==> src/rtl/cf_math_pkg.sv <==
// Small math helpers shared across blocks; idx_width gives the width of an
// index into num_idx items, never less than one bit.
package cf_math_pkg;

  function automatic int unsigned idx_width(input int unsigned num_idx);
    return (num_idx > 32'd1) ? unsigned'($clog2(num_idx)) : 32'd1;
  endfunction

endpackage

==> src/rtl/rel_arb_pkg.sv <==
// Shared constants and the round-robin pointer wrap rule for the
// radiation-hardened push arbiter.
package rel_arb_pkg;

  localparam int unsigned FaultCntWidth = 8;

  // Pointer moves one past the granted index, wrapping at num_req.
  function automatic int unsigned next_ptr(input int unsigned idx, input int unsigned num_req);
    return ((idx + 32'd1) >= num_req) ? 32'd0 : (idx + 32'd1);
  endfunction

endpackage

==> src/rtl/TMR_voter_fail.sv <==
// Word-level majority of three copies; flags any disagreement between them.
module TMR_voter_fail #(
  parameter int unsigned DataWidth = 1
) (
  input  logic [DataWidth-1:0] a_i,
  input  logic [DataWidth-1:0] b_i,
  input  logic [DataWidth-1:0] c_i,
  output logic [DataWidth-1:0] majority_o,
  output logic                 fault_detected_o
);
  always_comb begin
    majority_o = b_i;
    if ((a_i == b_i) || (a_i == c_i)) majority_o = a_i;
  end

  assign fault_detected_o = !((a_i == b_i) && (a_i == c_i));
endmodule

==> src/rtl/bitwise_TMR_voter_fail.sv <==
// Per-bit majority of three copies; flags any bit where the copies disagree.
module bitwise_TMR_voter_fail #(
  parameter int unsigned DataWidth = 1
) (
  input  logic [DataWidth-1:0] a_i,
  input  logic [DataWidth-1:0] b_i,
  input  logic [DataWidth-1:0] c_i,
  output logic [DataWidth-1:0] majority_o,
  output logic                 fault_detected_o
);
  assign majority_o       = (a_i & b_i) | (a_i & c_i) | (b_i & c_i);
  assign fault_detected_o = |((a_i ^ b_i) | (a_i ^ c_i));
endmodule

==> src/rtl/rel_rr_arb_tmr_part.sv <==
// One redundant copy of the round-robin state: pointer register, cyclic
// search from the voted pointer, and next-pointer selection.
module rel_rr_arb_tmr_part
  import rel_arb_pkg::*;
#(
  parameter int unsigned NumReq   = 4,
  parameter int unsigned IdxWidth = 2
) (
  input  logic                clk_i,
  input  logic                rst_ni,
  input  logic                flush_i,
  input  logic                push_i,
  input  logic [NumReq-1:0]   req_valid_i,
  input  logic [IdxWidth-1:0] ptr_voted_i,
  input  logic [IdxWidth-1:0] gnt_voted_i,
  output logic [IdxWidth-1:0] ptr_o,
  output logic [IdxWidth-1:0] gnt_o
);
  logic [IdxWidth-1:0] ptr_d, ptr_q;
  logic [IdxWidth-1:0] gnt_lo, gnt_hi;
  logic                hit_lo, hit_hi;

  // Descending scan leaves the lowest valid index overall and the lowest at or
  // above the pointer; the latter wins, the former covers the wrap.
  always_comb begin
    gnt_lo = '0;
    gnt_hi = '0;
    hit_lo = 1'b0;
    hit_hi = 1'b0;
    for (int i = NumReq - 1; i >= 0; i--) begin
      if (req_valid_i[IdxWidth'(i)]) begin
        gnt_lo = IdxWidth'(i);
        hit_lo = 1'b1;
        if (IdxWidth'(i) >= ptr_voted_i) begin
          gnt_hi = IdxWidth'(i);
          hit_hi = 1'b1;
        end
      end
    end
    gnt_o = hit_hi ? gnt_hi : (hit_lo ? gnt_lo : ptr_voted_i);
  end

  // Always reload from voted values so a lone upset heals on the next edge.
  always_comb begin
    ptr_d = ptr_voted_i;
    if (flush_i)     ptr_d = '0;
    else if (push_i) ptr_d = IdxWidth'(next_ptr(32'(gnt_voted_i), NumReq));
  end

  always_ff @(posedge clk_i) begin
    if (!rst_ni) ptr_q <= '0;
    else         ptr_q <= ptr_d;
  end

  assign ptr_o = ptr_q;
endmodule

==> src/rtl/rel_rr_push_arbiter.sv <==
// TMR-protected round-robin arbiter pushing one requester per cycle into a
// downstream FIFO. Define REL_ARB_FAULT_CNT_EN to add the saturating fault counter.
module rel_rr_push_arbiter
  import rel_arb_pkg::*;
#(
  parameter int unsigned NumReq    = 4,
  parameter int unsigned DataWidth = 32,
  parameter int unsigned IdxWidth  = cf_math_pkg::idx_width(NumReq)
) (
  input  logic                             clk_i,
  input  logic                             rst_ni,
  input  logic                             flush_i,
  input  logic [NumReq-1:0]                req_valid_i,
  input  logic [NumReq-1:0][DataWidth-1:0] req_data_i,
  output logic [NumReq-1:0]                req_ready_o,
  input  logic                             fifo_full_i,
  output logic                             fifo_push_o,
  output logic [DataWidth-1:0]             fifo_data_o,
  output logic [IdxWidth-1:0]              grant_idx_o,
  output logic                             fault_o,
  output logic [FaultCntWidth-1:0]         fault_cnt_o
);
  logic [2:0][IdxWidth-1:0] ptr_copy, gnt_copy;
  logic [IdxWidth-1:0]      ptr_voted, gnt_voted;
  logic                     ptr_fault, gnt_fault;
  logic                     push;

  for (genvar c = 0; c < 3; c++) begin : gen_part
    (* no_ungroup *)
    (* no_boundary_optimization *)
    rel_rr_arb_tmr_part #(
      .NumReq  (NumReq),
      .IdxWidth(IdxWidth)
    ) i_part (
      .clk_i      (clk_i),
      .rst_ni     (rst_ni),
      .flush_i    (flush_i),
      .push_i     (push),
      .req_valid_i(req_valid_i),
      .ptr_voted_i(ptr_voted),
      .gnt_voted_i(gnt_voted),
      .ptr_o      (ptr_copy[c]),
      .gnt_o      (gnt_copy[c])
    );
  end

  bitwise_TMR_voter_fail #(.DataWidth(IdxWidth)) i_ptr_vote (
    .a_i             (ptr_copy[0]),
    .b_i             (ptr_copy[1]),
    .c_i             (ptr_copy[2]),
    .majority_o      (ptr_voted),
    .fault_detected_o(ptr_fault)
  );

  TMR_voter_fail #(.DataWidth(IdxWidth)) i_gnt_vote (
    .a_i             (gnt_copy[0]),
    .b_i             (gnt_copy[1]),
    .c_i             (gnt_copy[2]),
    .majority_o      (gnt_voted),
    .fault_detected_o(gnt_fault)
  );

  // Reset gates the push combinationally so no handshake survives it.
  assign push        = (|req_valid_i) && !fifo_full_i && rst_ni;
  assign fifo_push_o = push;
  assign fifo_data_o = push ? req_data_i[gnt_voted] : '0;
  assign grant_idx_o = gnt_voted;
  assign fault_o     = ptr_fault | gnt_fault;

  always_comb begin
    req_ready_o = '0;
    for (int i = 0; i < NumReq; i++) begin
      req_ready_o[i] = push && (gnt_voted == IdxWidth'(i));
    end
  end

`ifdef REL_ARB_FAULT_CNT_EN
  logic [FaultCntWidth-1:0] fault_cnt_d, fault_cnt_q;

  always_comb begin
    fault_cnt_d = fault_cnt_q;
    if (flush_i)                             fault_cnt_d = '0;
    else if (fault_o && (fault_cnt_q != '1)) fault_cnt_d = fault_cnt_q + 1'b1;
  end

  always_ff @(posedge clk_i) begin
    if (!rst_ni) fault_cnt_q <= '0;
    else         fault_cnt_q <= fault_cnt_d;
  end

  assign fault_cnt_o = fault_cnt_q;
`else
  assign fault_cnt_o = '0;
`endif
endmodule

==> config.mk <==
export PLATFORM = sky130hd
export DESIGN_NAME = rel_rr_push_arbiter
export DESIGN_NICKNAME = d
export VERILOG_FILES = /design/src/rtl/cf_math_pkg.sv /design/src/rtl/rel_arb_pkg.sv /design/src/rtl/TMR_voter_fail.sv /design/src/rtl/bitwise_TMR_voter_fail.sv /design/src/rtl/rel_rr_arb_tmr_part.sv /design/src/rtl/rel_rr_push_arbiter.sv
export SDC_FILE = /design/constraint.sdc
export NUM_CORES = 1
export LEC_CHECK = 0
export CORE_AREA = 2 2 70 72
export DETAILED_ROUTE_END_ITERATION = 16
export DIE_AREA = 0 0 72 74
export HOLD_SLACK_MARGIN = 0.06
export PLACE_DENSITY = 0.77
export SETUP_SLACK_MARGIN = 0.05
export SYNTH_ARGS = -nofsm -noshare
export SYNTH_HDL_FRONTEND = slang
export SYNTH_SLANG_ARGS = --single-unit
==> constraint.sdc <==
create_clock -name clk_i -period 1.4 [get_ports clk_i]
set_input_delay 0.28 -clock clk_i [delete_from_list [all_inputs] [get_ports clk_i]]
set_output_delay 0.28 -clock clk_i [all_outputs]
set_load 0.01 [all_outputs]
==> impl_metrics.py <==
metrics = {
    "die": {
        "die_height_um": 74,
        "coreArea_um2": 4600,
        "io_pins": 184,
        "num_rows": 25,
        "die_w_um": 72,
        "die_area_um2": 5330,
        "initial_core_util_pct": 15.6,
    },
    "sta": {
        "rsz0062_at_grt": "yes",
        "post-route-period-util_pct": 124,
        "max_freq_mhz": 577,
        "fin_ws_ns": -0.334,
        "min_period_ns": 1.73,
        "clock_skew_ns": 0.00222,
        "setup_viol": 36,
        "drv_slew": 0,
        "hold_viol_final": 0,
    },
    "clock_network": {
        "cts_tree": "done",
        "cts-root-buf": "clkbuf_8",
        "cts_hold_buf": 0,
        "clk_pin_slew_worst_paths_ns": 0.03,
        "htreeDepth": 1,
        "cts_buffers": 3,
        "cts_num_sinks": 2,
        "clk_latency_ns": 0.21,
        "clock_path_buffers": 2,
    },
    "detailed_routing": {
        "vias": 1316,
        "routed_via_density": 4.22,
        "ant_nets": 0,
        "totalWireLength_um": 3980,
        "wl_per_cell_um": 12.8,
        "drt-initial-drc-count": 18,
        "drc": 0,
        "dr.pass1.iters": 4,
    },
    "yosys": {
        "yosysUniqueCellTypes": 17,
        "syn_area_um2": 718,
        "synth.ff_latch_count": 2,
        "synthCells": 134,
        "synth.avg_cell_area_um2": 5.36,
        "yosysWarnings": 0,
        "ys_seq_area_share_pct": 5.57,
    },
    "placed_design": {
        "dp_slack_ns": -0.929,
        "dp_hpwl_um": 2590,
        "io_buffers": 107,
        "gp_congestion": 0.660,
    },
    "power": {
        "p_switching_w": 0.000324,
        "power_leakage_nw": 1.00,
        "power.total_w": 0.000978,
        "seqPwrFrac_pct": 6.4,
        "p_clk_share_pct": 22.9,
        "power_per_cell_area_nw_per_um2": 449,
        "internal_power_w": 0.000654,
        "vdd_drop_max_mv": 0.408,
        "pwr-share-comb_pct": 70.7,
        "switching_share_pct": 33.1,
    },
    "min_path": {
        "hp-class": "input pin to register",
    },
    "cells_and_area": {
        "fin_util_pct": 47.4,
        "nNetsFinal": 396,
        "final_common_cell": "clkdlybuf4s50_1",
        "nFillCells": 458,
        "drive_above_1_share_pct": 49.2,
        "area.growth.synth_to_final_pct": 203,
        "mostFrequentLayoutCells": "clkdlybuf4s50_1 (65), nand2_1 (45), buf_2 (37)",
        "largest_reg_flops": 2,
        "diodes": 0,
    },
    "outcome": {
        "violations": "setup timing",
        "outcome": "complete, but fails checks",
    },
    "setup_path": {
        "criticalPathCategory": "register to primary output",
        "cp_cell_sequence": "nor3b_4 -> buf_6 -> buf_8 -> buf_8 -> nand2_2 -> a21oi_2 -> buf_2",
        "slowest_delay_ns": 0.33,
        "cp_max_fo": 5,
        "worstPathRequired_ns": 1.12,
        "cp-start-kind": "register",
        "critPathSlowestCell": "dfxtp_2",
        "crit_path_frequent_cell": "buf_8",
        "worstPathArrival_ns": 1.45,
        "endpoint_kind": "primary output",
    },
    "flow_run": {
        "maxCapViolCount": 0,
    },
    "grt": {
        "grt_max_degree": 19,
        "antenna_found_initial": 0,
        "grt.overflow.total": 0,
        "grt_usage_pct": 14.6,
        "grt_pass1_vias": 1324,
        "grt_pass1_wl_um": 6130,
    },
}
[logic make-up (layout without fill, tap and decap cells)]
group | after synthesis | after routing | share of synthesized area (%)
buffers and inverters | 24 | 137 | 24.0
AND/OR/NAND/NOR | 73 | 73 | 41.6
AO/OA/AOI/OAI | 34 | 34 | 28.2
other | 1 | 12 | 0.522
flip-flops | 2 | 2 | 5.58
[synthesized netlist by cell type]
cell type / count / area, µm²
conb_1: 1 / 3.75
nor2_1: 3 / 11.3
o2bb2ai_1: 1 / 8.76
nor3b_4: 1 / 18.8
dfxtp_1: 2 / 40.0
buf_4: 12 / 90.1
buf_2: 6 / 30.0
or2_1: 1 / 6.26
inv_2: 2 / 7.51
nor2b_1: 1 / 6.26
a21oi_1: 26 / 130
nor4_1: 1 / 6.26
buf_6: 4 / 45.0
a21oi_2: 6 / 52.6
nand2_1: 65 / 244
nand2b_1: 1 / 6.26
o221a_2: 1 / 11.3
[cell type report]
type,instances,area (µm²),share of cell area (%)
Clock buffer,3,41.3,1.90
Multi-Input combinational cell,119,703,32.3
Tap cell,54,67.6,3.10
Timing Repair Buffer,132,1310,60.1
Inverter,2,15.0,0.689
Sequential cell,2,42.5,1.95
[metal layers]
metal | part of all wire (%) | track usage (%)
met2 | 52 | 28.8
met5 | 0 | 0
met4 | 0.15 | 1.89
met1 | 37 | 15.9
met3 | 10 | 4.20
[stage by stage]
stage / instance area (µm²) / hold slack (ns) / std cells / setup TNS [ns]
final: 2180 / 0.426 / 312 / -10.61
after global routing: 2180 / 0.442 / 312 / -13.74
after CTS: 2100 / 0.420 / 311 / -9.13
after detailed placement: 1830 / 0.493 / 292 / -32.21
after global placement: 1830 / 0.485 / 292 / -31.40
after floorplan: 767 / 0.456 / 145 / 0
[final timing paths]
kind                                                   from                     endpoint  slack (ns)  cells after the start
worst max-delay path            gen_part[2].i_part.ptr_o[1]              fifo_data_o[21]       -0.33                      7
worst min-delay path                            fifo_full_i  gen_part[2].i_part.ptr_o[1]        0.43                      3
worst max register to register  gen_part[2].i_part.ptr_o[1]  gen_part[2].i_part.ptr_o[1]       -0.03                      7
worst min register to register  gen_part[2].i_part.ptr_o[0]  gen_part[2].i_part.ptr_o[0]        0.48                      2
[what timing repair did]
action                                  4_1_cts  5_1_grt
gates resized for setup                     232       18
endpoints found under the setup margin       38       37
pin swaps                                     8        3
hold endpoints to repair                      0        0
gates cloned                                  8        1
setup buffers                                 8        1
[power by group through the flow]
stage                     clock [W]  combinational [W]  sequential, W
after global placement            0           0.000527      0.0000622
after floorplan                   0           0.000224      0.0000619
after CTS                  0.000232           0.000660      0.0000622
after global routing       0.000237           0.000747      0.0000625
after detailed placement          0           0.000530      0.0000623
final                      0.000224           0.000691      0.0000622
[critical path, delay by kind of cell, from the launching register on]
kind	cells	cell delay [ns]
buffers and inverters	4	0.52
DFF	1	0.33
and+or+nand+nor	2	0.27
AOI/OAI and AO/OA	1	0.12
No activity file was read; power rests on OpenSTA's default activity.
